==> src/rtl/mul_share_pkg.sv <==
// Shared definitions for the time-multiplexed multiplier arbiter.
// Latency: n/a (types and constants only).
// Backpressure: n/a.
//
// Contents: default operand width, product-width helper, FSM state type.
package mul_share_pkg;

  localparam int OPW_DEF   = 6;
  localparam int PRODW_DEF = 2 * OPW_DEF;

  // Full-precision unsigned product width for a given operand width.
  function automatic int prod_w(input int opw);
    return 2 * opw;
  endfunction

  typedef enum logic [1:0] {
    IDLE = 2'd0,
    CALC = 2'd1,
    HOLD = 2'd2
  } state_t;

endpackage

==> src/rtl/mul_share_arb_rr_pick.sv <==
// Round-robin picker: first set bit of valid at or above ptr, wrapping.
// Latency: purely combinational.
// Backpressure: none; the caller decides when a pick is consumed.
//
// Ports:
//   valid  - request vector
//   ptr    - index where the search starts
//   grant  - winning index (0 when nothing is valid)
//   any    - at least one bit of valid is set
module rr_pick #(
  parameter int N_REQ = 4,
  parameter int IDW   = 2
) (
  input  logic [N_REQ-1:0] valid,
  input  logic [IDW-1:0]   ptr,
  output logic [IDW-1:0]   grant,
  output logic             any
);

  // Walk the offsets from farthest to nearest so the nearest valid
  // index at or above ptr is the last one written and therefore wins.
  always_comb begin
    int idx;
    idx   = 0;
    grant = '0;
    any   = 1'b0;
    for (int k = N_REQ - 1; k >= 0; k--) begin
      idx = (int'(ptr) + k) % N_REQ;
      if (valid[IDW'(idx)]) begin
        grant = IDW'(idx);
        any   = 1'b1;
      end
    end
  end

endmodule

==> src/rtl/mul_share_arb.sv <==
// One unsigned multiplier shared by N_REQ requesters under round-robin.
// Latency: accept in cycle T, rsp_valid in T+2; one operation every 3 cycles min.
// Backpressure: result held in HOLD until rsp_ready; req_ready stays 0 meanwhile.
//
// Ports:
//   clk, rst              - clock, asynchronous active-high reset
//   req_valid/req_ready   - per-requester handshake (req_ready one-hot or zero)
//   req_a/req_b           - packed operands, requester i at [i*OPW +: OPW]
//   rsp_valid/rsp_ready   - result handshake
//   rsp_id/rsp_prod       - owner index and full-width product
//   busy                  - high whenever the FSM is not idle
//   stat_cnt              - completed results, saturating (MUL_SHARE_STATS_EN only)
module mul_share_arb
  import mul_share_pkg::*;
#(
  parameter int N_REQ = 4,
  parameter int OPW   = OPW_DEF
) (
  input  logic                                   clk,
  input  logic                                   rst,
  input  logic [N_REQ-1:0]                       req_valid,
  output logic [N_REQ-1:0]                       req_ready,
  input  logic [N_REQ*OPW-1:0]                   req_a,
  input  logic [N_REQ*OPW-1:0]                   req_b,
  output logic                                   rsp_valid,
  input  logic                                   rsp_ready,
  output logic [((N_REQ > 1) ? $clog2(N_REQ) : 1)-1:0] rsp_id,
  output logic [2*OPW-1:0]                       rsp_prod,
`ifdef MUL_SHARE_STATS_EN
  output logic [15:0]                            stat_cnt,
`endif
  output logic                                   busy
);

  localparam int IDW = (N_REQ > 1) ? $clog2(N_REQ) : 1;
  localparam int PW  = prod_w(OPW);

  state_t           state;
  state_t           state_nxt;
  logic [IDW-1:0]   rr_ptr;
  logic [IDW-1:0]   pick_idx;
  logic             pick_any;
  logic [OPW-1:0]   lat_a;
  logic [OPW-1:0]   lat_b;

  rr_pick #(
    .N_REQ (N_REQ),
    .IDW   (IDW)
  ) u_pick (
    .valid (req_valid),
    .ptr   (rr_ptr),
    .grant (pick_idx),
    .any   (pick_any)
  );

  // State register.
  always_ff @(posedge clk or posedge rst) begin
    if (rst) state <= IDLE;
    else     state <= state_nxt;
  end

  // Next-state logic.
  always_comb begin
    state_nxt = state;
    case (state)
      IDLE:    if (pick_any)  state_nxt = CALC;
      CALC:                   state_nxt = HOLD;
      HOLD:    if (rsp_ready) state_nxt = IDLE;
      default:                state_nxt = IDLE;
    endcase
  end

  // Outputs. req_ready is also gated by rst so it drops the moment reset
  // rises, even while a requester is still presenting a valid.
  always_comb begin
    req_ready = '0;
    rsp_valid = (state == HOLD);
    busy      = (state != IDLE);
    if (state == IDLE && pick_any && !rst)
      req_ready[pick_idx] = 1'b1;
  end

  // Datapath: operands and owner are captured on grant, the product is
  // registered in CALC and then held untouched through HOLD.
  always_ff @(posedge clk or posedge rst) begin
    if (rst) begin
      rr_ptr   <= '0;
      lat_a    <= '0;
      lat_b    <= '0;
      rsp_id   <= '0;
      rsp_prod <= '0;
    end else begin
      if (state == IDLE && pick_any) begin
        lat_a  <= req_a[pick_idx*OPW +: OPW];
        lat_b  <= req_b[pick_idx*OPW +: OPW];
        rsp_id <= pick_idx;
        rr_ptr <= (int'(pick_idx) == N_REQ - 1) ? '0 : pick_idx + 1'b1;
      end
      if (state == CALC)
        rsp_prod <= PW'(lat_a) * PW'(lat_b);
    end
  end

`ifdef MUL_SHARE_STATS_EN
  logic [15:0] stat_q;

  always_ff @(posedge clk or posedge rst) begin
    if (rst)
      stat_q <= '0;
    else if (state == HOLD && rsp_ready && stat_q != 16'hFFFF)
      stat_q <= stat_q + 16'd1;
  end

  assign stat_cnt = stat_q;
`endif

endmodule

==> config.mk <==
export PLATFORM = sky130hd
export DESIGN_NAME = mul_share_arb
export DESIGN_NICKNAME = d
export VERILOG_FILES = /design/src/rtl/mul_share_pkg.sv /design/src/rtl/mul_share_arb_rr_pick.sv /design/src/rtl/mul_share_arb.sv
export SDC_FILE = /design/constraint.sdc
export NUM_CORES = 1
export LEC_CHECK = 0
export BUFFER_PORTS_ARGS = -buffer_cell sky130_fd_sc_hd__buf_2
export CAP_MARGIN = 20
export CORE_MARGIN = 4
export CORE_UTILIZATION = 48
export CTS_CLUSTER_SIZE = 12
export DETAILED_ROUTE_END_ITERATION = 10
export PLACE_DENSITY_LB_ADDON = 0.08
export SLEW_MARGIN = 20
export SYNTH_ARGS = -nofsm -noshare
export SYNTH_HDL_FRONTEND = slang
export SYNTH_SLANG_ARGS = --single-unit
==> constraint.sdc <==
create_clock -name clk -period 3.5 [get_ports clk]
set_input_delay 0.35 -clock clk [delete_from_list [all_inputs] [get_ports clk]]
set_output_delay 0.35 -clock clk [all_outputs]
set_load 0.05 [all_outputs]
# [Word-level counts from Yosys, hierarchy flattened]
# Index checks and enable logic that the tools add are counted.
[word_totals] out_inout_bits=20 ff_bits=30
[classes] shift=2 eq_ne=5 mux=27 order_cmp=6 mul=2 add_sub_neg=4 n_reduce_logical=7
[ops] op="24-bit by 6-bit indexed part select with 6-bit output" n=2
[ops] op="2-bit by 4-bit < comparator with 1-bit output, second input constant" n=4
[ops] op="2-bit 2-to-1 mux" n=7
[ops] op="1-bit 2-to-1 mux" n=13
[ops] op="6-bit by 6-bit multiplier with 12-bit output" n=1
[ops] op="1-bit binary-select mux with 2-bit select" n=4
[ops] op="2-bit one-hot mux with 3 select lines" n=1
[ops] op="2-bit by 1-bit adder with 2-bit output, second input constant" n=2
[ops] op="2-bit adder, second input constant" n=2
[ops] op="2-bit by 1-bit == test with 1-bit output, second input constant" n=2
[ops] op="2-bit by 2-bit multiplier with 4-bit output, second input constant" n=1
[ops] op="4-bit 2-to-1 mux" n=1
[ops] op="1-bit logical AND" n=3
[ops] op="2-bit by 3-bit < comparator with 1-bit output, second input constant" n=1
[ops] op="1-bit demux with 2-bit select" n=1
[ops] op="2-bit == test, second input constant" n=1
[ops] op="2-bit by 1-bit greater-or-equal comparator with 1-bit output, second input constant" n=1
[ops] op="2-bit zero test" n=1
[ops] op="2-bit by 1-bit inequality test with 1-bit output, second input constant" n=1
[ops] op="2-bit inequality test, second input constant" n=1
[ops] op="2-bit AND reduction" n=1
[ops] op="2-bit nonzero test" n=1
[ops] op="1-bit zero test" n=1

# [Longest topological paths before layout]
# Gate-level depths: netlist (run 1).
[logic_depth] ltp_word=13 ltp_mapped=13 ltp_nobuf=13

# [By module]
# From an unflattened synthesis (run 1), not the netlist that was laid out.
[hier_totals] hier_cells=288 area_unflattened_um2=2711.4
[by_module_without_submodules] mod="mul_share_arb" instances=1 cells_per_inst=275 area_per_inst_um2=2633.8
[by_module_without_submodules] mod="rr_pick" instances=1 cells_per_inst=13 area_per_inst_um2=77.6

# [Worst setup path before layout (run 1)]
# OpenSTA, ideal clock, no wires.
[synth_timing] path_kind="flip-flop to flip-flop" from="register lat_a[1]" to="register rsp_prod[10]" path_slack_ns=0.031 path_buffers=0 synth_period_minus_slack_ns=3.469 path_stages_with_launch=12 arrival_ns=3.333 setup_time_ns=0.137 path_cell_list="dfrtp_1 > and2_1 > fa_1 > fa_1 > inv_1 > fa_1 > inv_1 > ha_1 > or4_1 > o221ai_1 > xor2_1 > o21ai_0"
[synth_between] elab_chain_cells=1
[synth_rtl] element="start, declared" line_no="mul_share_arb.sv:43" rtl="logic [OPW-1:0] lat_a;"
[synth_rtl] element="start signal, assigned" line_no="mul_share_arb.sv:94" rtl="lat_a <= req_a[pick_idx*OPW +: OPW];"
[synth_rtl] element="6-bit by 6-bit multiplier with 12-bit output" line_no="mul_share_arb.sv:100" rtl="rsp_prod <= PW'(lat_a) * PW'(lat_b);"
[synth_rtl] element="end signal, assigned" line_no="mul_share_arb.sv:100"
[synth_rtl] element="end, declared" line_no="mul_share_arb.sv:28" rtl="output logic [2*OPW-1:0] rsp_prod,"
# Every way passes these cells.
# A chain may end at the register's enable or synchronous reset.

# [Final worst setup path (run 1)]
[layout_timing] from="register lat_b[4]" to="register rsp_prod[11]"
[layout_between] elab_chain_cells=1
[layout_rtl] element="start, declared" line_no="mul_share_arb.sv:44" rtl="logic [OPW-1:0] lat_b;"
[layout_rtl] element="start signal, assigned" line_no="mul_share_arb.sv:95" rtl="lat_b <= req_b[pick_idx*OPW +: OPW];"
[layout_rtl] element="6-bit by 6-bit multiplier with 12-bit output" line_no="mul_share_arb.sv:100"
# Every way passes these cells.

==> results.sh, run 1 <==
export IMPL_netlist_area_sq_um=2775
export IMPL_gr_total_overflow=0
export IMPL_ctsHtreeMaxLevel=2
export IMPL_skew_ps=2.064
export IMPL_drc=0
export IMPL_period_minus_slack_ps=3369
export IMPL_routed_wl_microns=6230
export IMPL_synth_ff_type="dfrtp_1"
export IMPL_worstSetupPathType="flop to flop"
export IMPL_synth_seq_area_share_pct=27.05
export IMPL_drt_initial_drc_count=42
export IMPL_synth_top_cells_by_area="dfrtp_1 (27%), fa_1 (12%), ha_1 (11%)"
export IMPL_synth_seq_cells=30
export IMPL_powerDensity_nw_per_um2=1058
export IMPL_vias=2379
export IMPL_core_area_sq_um=5540
export IMPL_fin_cells=463
export IMPL_clk_pin_slew_worst_paths_ps=60
export IMPL_dieHeight_microns=84.04
export IMPL_synth_top_area_share_pct=27.05
export IMPL_fmax_ghz=0.2968
export IMPL_start_kind="flop"
export IMPL_setup_slack_ps=130.6
export IMPL_numPortBuffers=74
export IMPL_power_w=0.003768
export IMPL_insertedDiodeCount=0
export IMPL_dieArea_sq_um=7062
export IMPL_synth_top_area_cell="dfrtp_1"
export IMPL_grt_pass1_wl_microns=10970
export IMPL_crit_slowest_cell="fa_1"
export IMPL_cap_violations=0
export IMPL_synth_common_cells="dfrtp_1 (30), inv_1 (30), nand2_1 (28)"
export IMPL_path_buf_inv=3
export IMPL_critical_path_cell_count=12
export IMPL_place_congestion=0.8258
export IMPL_utilization_pct=64.30
export IMPL_cpMostUsedCell="fa_1"
export IMPL_antenna_found_initial=0
export IMPL_wl_per_cell_microns=13.46
export IMPL_fin_crit_sh_pct=96.27
export IMPL_drive_gt1_share_pct=38.62
export IMPL_critPathCaptureType="flop"
export IMPL_tightestPinTransition_ps=848.3
export IMPL_critPathTopFamily="adder cells"
export IMPL_fp_row_count=27
export IMPL_cts_buffer_depth=2
export IMPL_die_w_microns=84.04
export IMPL_track_usage_pct=18.70
export IMPL_reg2reg_depth=12
export IMPL_maxSlewViolCount=0
export IMPL_post_place_ws_ps=-72.92
export IMPL_dp_hpwl_microns=5159
export IMPL_clockRootBuffer="clkbuf_8"
export IMPL_hold_viol_final=0
export IMPL_clock_sinks=30
export IMPL_ios=75
export IMPL_slowest_delay_ps=550
export IMPL_drt_first_pass_iters=4
export IMPL_arrival_ps=3510
export IMPL_crit_chain="nand2_2 -> fa_1 -> inv_2 -> fa_1 -> inv_1 -> fa_1 -> inv_2 -> ha_4 -> or4_4 -> o221ai_2 -> xor2_1 -> o21ai_1"
export IMPL_status="finished clean"
export IMPL_dp_cells=452
export IMPL_ant_nets=0
export IMPL_vias_per_cell=5.138
export IMPL_syn_to_final_growth_pct=28.36
export IMPL_netlist_instances=293
export IMPL_hold_class="primary input to async pin"
export IMPL_synthDistinctLibCells=39
export IMPL_p_leak_nw=1.840
export IMPL_synthArstFlopShare_pct=100.0
export IMPL_grt_pass1_vias=2419
export IMPL_avgSynthCellArea_sq_um=9.472
export IMPL_yosys_warnings=0
export IMPL_synth_edf_count=0
export IMPL_setup_viol=0
export IMPL_grt_max_degree=22
export IMPL_cts_tree="done"
export IMPL_start_util_pct=50.09
export IMPL_cp_required_ps=3640
export IMPL_syn_nets=389
export IMPL_relSlewSlack_pct=43.20
export IMPL_nets=486
export IMPL_insertion_delay_ps=280
export IMPL_tritoncts_num_buffers=5
export IMPL_vdd_drop_max_v=0.0004781
export IMPL_worst_path_max_fanout=5
-- kinds of logic after synthesis --
logic type               count (synthesis)  synth area share (%)
XOR/XNOR                                 5                 1.578
multiplexers                            17                 7.935
flip-flops                              30                 27.05
buffers and inverters                   41                 6.086
adder cells (fa/ha/maj)                 41                 23.08
AO/OA/AOI/OAI                           65                 15.78
AND/OR/NAND/NOR                         94                 18.49
-- power by group --
part           internal, W  total, W  switching [W]  leakage [nW]
sequential        0.000512  0.000632       0.000119         0.376
clock             0.000213  0.000338       0.000125        0.0524
combinational      0.00124   0.00280        0.00156          1.41
-- what timing repair did --
item | CTS | global route
pin swaps | 7 | 18
hold buffers | 0 | 0
gates resized for setup | 10 | 14
setup endpoints to repair | 2 | 5
buffers inserted | 3 | 0
-- state kept, by name (all words and copies together) (netlist names) --
signal    cells
state         2
rsp_prod     12
rr_ptr        2
lat_b         6
rsp_id        2
lat_a         6
-- per-stage QoR --
stage,hold slack (ps),TNS [ps],area [sq um]
after floorplan,457.6,0,2775
after global placement,457.0,-18.44,3359
after detailed placement,465.8,-111.8,3359
after CTS,163.2,-9.150,3516
after global routing,225.0,-0.3626,3562
final,149.9,0,3562
-- routing by layer --
| metal | wire, microns | track usage (%) | vias to the layer above |
|---|---|---|---|
| met5 | 0 | 0 | - |
| met4 | 98 | 5.117 | 0 |
| met3 | 381 | 4.245 | 8 |
| met2 | 3058 | 32.64 | 75 |
| met1 | 2691 | 23.01 | 1087 |
| li1 | - | - | 1209 |
-- cell usage in the layout (no fill, tap or decap), types with 4 or more instances in the layout --
cell type	instances
buf_2	74
dfrtp_1	29
inv_1	28
buf_4	27
nand2_1	26
and2_1	21
ha_1	21
o21ai_0	19
a21oi_1	15
fa_1	15
nand3_1	12
a221o_1	12
mux2_2	8
mux2_4	8
nand2b_1	5
clkbuf_8	5
nor3_1	4
o21ai_1	4
xor2_1	4
and2_4	4
and3_1	4
-- path summary, 6_finish.rpt --
| path | end | from | slack (ps) |
|---|---|---|---|
| setup / recovery | rsp_prod[11] | lat_b[4] | 130 |
| hold reg to reg | rsp_prod[5] | rsp_prod[5] | 480 |
| hold / removal | rsp_id[0] | rst | 150 |
| setup reg to reg | rsp_prod[11] | lat_b[4] | 130 |
| min in group clk | state[1] | rsp_ready | 280 |
| max in group asynchronous | rsp_prod[7] | rst | 2710 |
-- area by class of cell --
cell class,count,area (sq um)
flip-flops and latches,30,752.0
repair buffers,101,573.1
inverters,30,112.6
multi-input cells,222,1928
fillers,481,1978
clock buffers,7,76.32
clock inverters,1,30.03
well taps,72,90.09
(Power assumes the default switching activity.)
==> inputs of run 2 (changes only) <==
--- a/config.mk
+++ b/config.mk
@@ -7,8 +7,10 @@
 export LEC_CHECK = 0
 export BUFFER_PORTS_ARGS = -buffer_cell sky130_fd_sc_hd__buf_2
 export CAP_MARGIN = 20
+export CELL_PAD_IN_SITES_DETAIL_PLACEMENT = 1
+export CELL_PAD_IN_SITES_GLOBAL_PLACEMENT = 2
 export CORE_MARGIN = 4
-export CORE_UTILIZATION = 48
+export CORE_UTILIZATION = 29
 export CTS_CLUSTER_SIZE = 12
 export DETAILED_ROUTE_END_ITERATION = 10
 export PLACE_DENSITY_LB_ADDON = 0.08
==> run 2 against run 1 <==
Effect of this change:
- worst hold slack got worse by 1.3 ps
- sequential power up 3.2%
- total power rose by 7.8%
- clock skew shrank 0.86 ps
- die area increased by 59%
- setup slack got worse by 72 ps
- first-iteration DRC count grew 43%
- clock power fell by 14%
- largest cell class unchanged
- largest power group unchanged
- highest routed layer unchanged
==> results.sh, run 2 (synthesis gave the netlist of run 1 again) <==
export IMPL_grt_pass1_wl_microns=12940
export IMPL_core_area_sq_um=9284
export IMPL_skew_ps=1.201
export IMPL_cts_tree="done"
export IMPL_critPathCaptureType="flop"
export IMPL_nets=494
export IMPL_largest_register_ffs=12
export IMPL_drive_gt1_share_pct=43.11
export IMPL_start_kind="flop"
export IMPL_dp_hpwl_microns=6223
export IMPL_clk_pin_slew_worst_paths_ps=60
export IMPL_fin_crit_sh_pct=98.33
export IMPL_hold_viol_final=0
export IMPL_grt_pass1_vias=2728
export IMPL_crit_path_end="rsp_prod[10]"
export IMPL_insertion_delay_ps=280
export IMPL_drt_first_pass_iters=4
export IMPL_status="finished clean"
export IMPL_final_common_cell="buf_2"
export IMPL_slowest_delay_ps=550
export IMPL_gr_total_overflow=0
export IMPL_critPathTopFamily="adder cells"
export IMPL_relSlewSlack_pct=39.12
export IMPL_r2r_end="rsp_prod[10]"
export IMPL_vdd_drop_max_v=0.0003660
export IMPL_p_leak_nw=1.890
export IMPL_tightestPinTransition_ps=907.8
export IMPL_drc=0
export IMPL_period_minus_slack_ps=3441
export IMPL_post_place_ws_ps=-144.5
export IMPL_critical_path_cell_count=13
export IMPL_crit_slowest_cell="fa_1"
export IMPL_rsz0062_at_grt="true"
export IMPL_worst_path_max_fanout=3
export IMPL_worstSetupPathType="flop to flop"
export IMPL_maxSlewViolCount=0
export IMPL_setup_slack_ps=58.54
export IMPL_r2r_start="lat_b[3]"
export IMPL_crit_chain="buf_6 -> nand2_4 -> fa_1 -> inv_2 -> fa_1 -> inv_2 -> fa_1 -> inv_2 -> ha_4 -> or4_4 -> o221ai_2 -> xor2_1 -> o21ai_1"
export IMPL_numPortBuffers=74
export IMPL_tritoncts_num_buffers=5
export IMPL_largest_register="rsp_prod"
export IMPL_start_util_pct=29.89
export IMPL_reg2reg_depth=13
export IMPL_grt_max_degree=35
export IMPL_powerDensity_nw_per_um2=1085
export IMPL_cts_hold_buf=0
export IMPL_largestRegisters="rsp_prod: 12 flops, lat_a: 6 flops, lat_b: 6 flops"
export IMPL_fp_row_count=35
export IMPL_dieArea_sq_um=11200
export IMPL_insertedDiodeCount=0
export IMPL_rrSetupSlack_ps=60
export IMPL_ant_nets=0
export IMPL_syn_to_final_growth_pct=34.90
export IMPL_crit_start="lat_b[3]"
export IMPL_cts_buffer_depth=2
export IMPL_routed_wl_microns=7503
export IMPL_track_usage_pct=14.09
export IMPL_setup_viol=0
export IMPL_antenna_found_initial=0
export IMPL_vias=2435
export IMPL_place_congestion=0.7230
export IMPL_path_buf_inv=4
export IMPL_clockRootBuffer="clkbuf_8"
export IMPL_ctsHtreeMaxLevel=2
export IMPL_drt_initial_drc_count=60
export IMPL_layout_common_cells="buf_2 (74), buf_4 (34), inv_1 (27), dfrtp_1 (26), nand2_1 (25)"
export IMPL_wl_per_cell_microns=14.21
export IMPL_die_w_microns=105.8
export IMPL_cap_violations=0
export IMPL_dieHeight_microns=105.8
export IMPL_cp_required_ps=3640
export IMPL_fmax_ghz=0.2906
export IMPL_hold_class="primary input to async pin"
export IMPL_clock_sinks=30
export IMPL_arrival_ps=3580
export IMPL_vias_per_cell=4.612
export IMPL_ios=75
export IMPL_fin_tns_setup_ps=0
==> run 2: changes by cell type in the layout (fill, tap and decap cells not counted), sizes merged <==
cell    before  now
buf        101  109
bufinv       1    0
clkinv       0    1
==> run 2: report_power, final <==
| group | internal (W) | switching, W |
|---|---|---|
| Sequential | 0.000515 | 0.000137 |
| Combinational | 0.00145 | 0.00167 |
| Clock | 0.000158 | 0.000132 |
| Total | 0.00212 | 0.00194 |
==> run 2: what timing repair did <==
item / CTS / global route
setup buffers: 3 / 2
gates resized for setup: 14 / 27
gates cloned: 0 / 0
pin swaps: 8 / 19
endpoints found under the setup margin: 4 / 5
==> run 2: worst min-delay path by stage <==
stage / to / depth (start not counted) / from / slack (ps)
finish: rsp_prod[0] / 3 / rst / 150
global route: rsp_prod[4] / 3 / rst / 210
CTS: rsp_prod[0] / 3 / rst / 160
detailed placement: rsp_prod[0] / 3 / rst / 470
global placement: rsp_prod[0] / 3 / rst / 460
floorplan: lat_a[0] / 1 / rst / 460
==> run 2: metal layers <==
metal / up-vias / global-route usage (%) / share of wire [%]
met1: 1143 / 17.54 / 46
met3: 6 / 2.939 / 4.6
met5: - / 0 / 0
li1: 1226 / - / -
met4: 0 / 3.608 / 1.2
met2: 60 / 24.73 / 48
==> run 2: stage by stage <==
stage / hold WS [ps] / instances / power (W) / utilization (%) / cell area (sq um)
5_1_grt: 206.8 / 528 / 0.004513 / 40.32 / 3744
4_1_cts: 160.0 / 526 / 0.003835 / 39.04 / 3625
3_5_place_dp: 465.2 / 515 / 0.003417 / 37.44 / 3476
2_1_floorplan: 457.6 / 293 / 0.002535 / - / 2775
3_3_place_gp: 455.3 / 515 / 0.003361 / 37.44 / 3476
6_report: 148.6 / 528 / 0.004060 / 40.32 / 3744
==> run 2: area by class of cell <==
cell class                      instances  area, sq um
Fill cell                            1129         5540
Multi-Input combinational cell        222         1986
Sequential cell                        30        755.7
Timing Repair Buffer                  109        636.9
Tap cell                              129        161.4
Inverter                               30        112.6
Clock buffer                            7        86.33
Clock inverter                          1        5.005
==> run 2: worst min-delay path, delay by kind of cell <==
kind     cells  cell delay (ps)
buf+inv      3              490
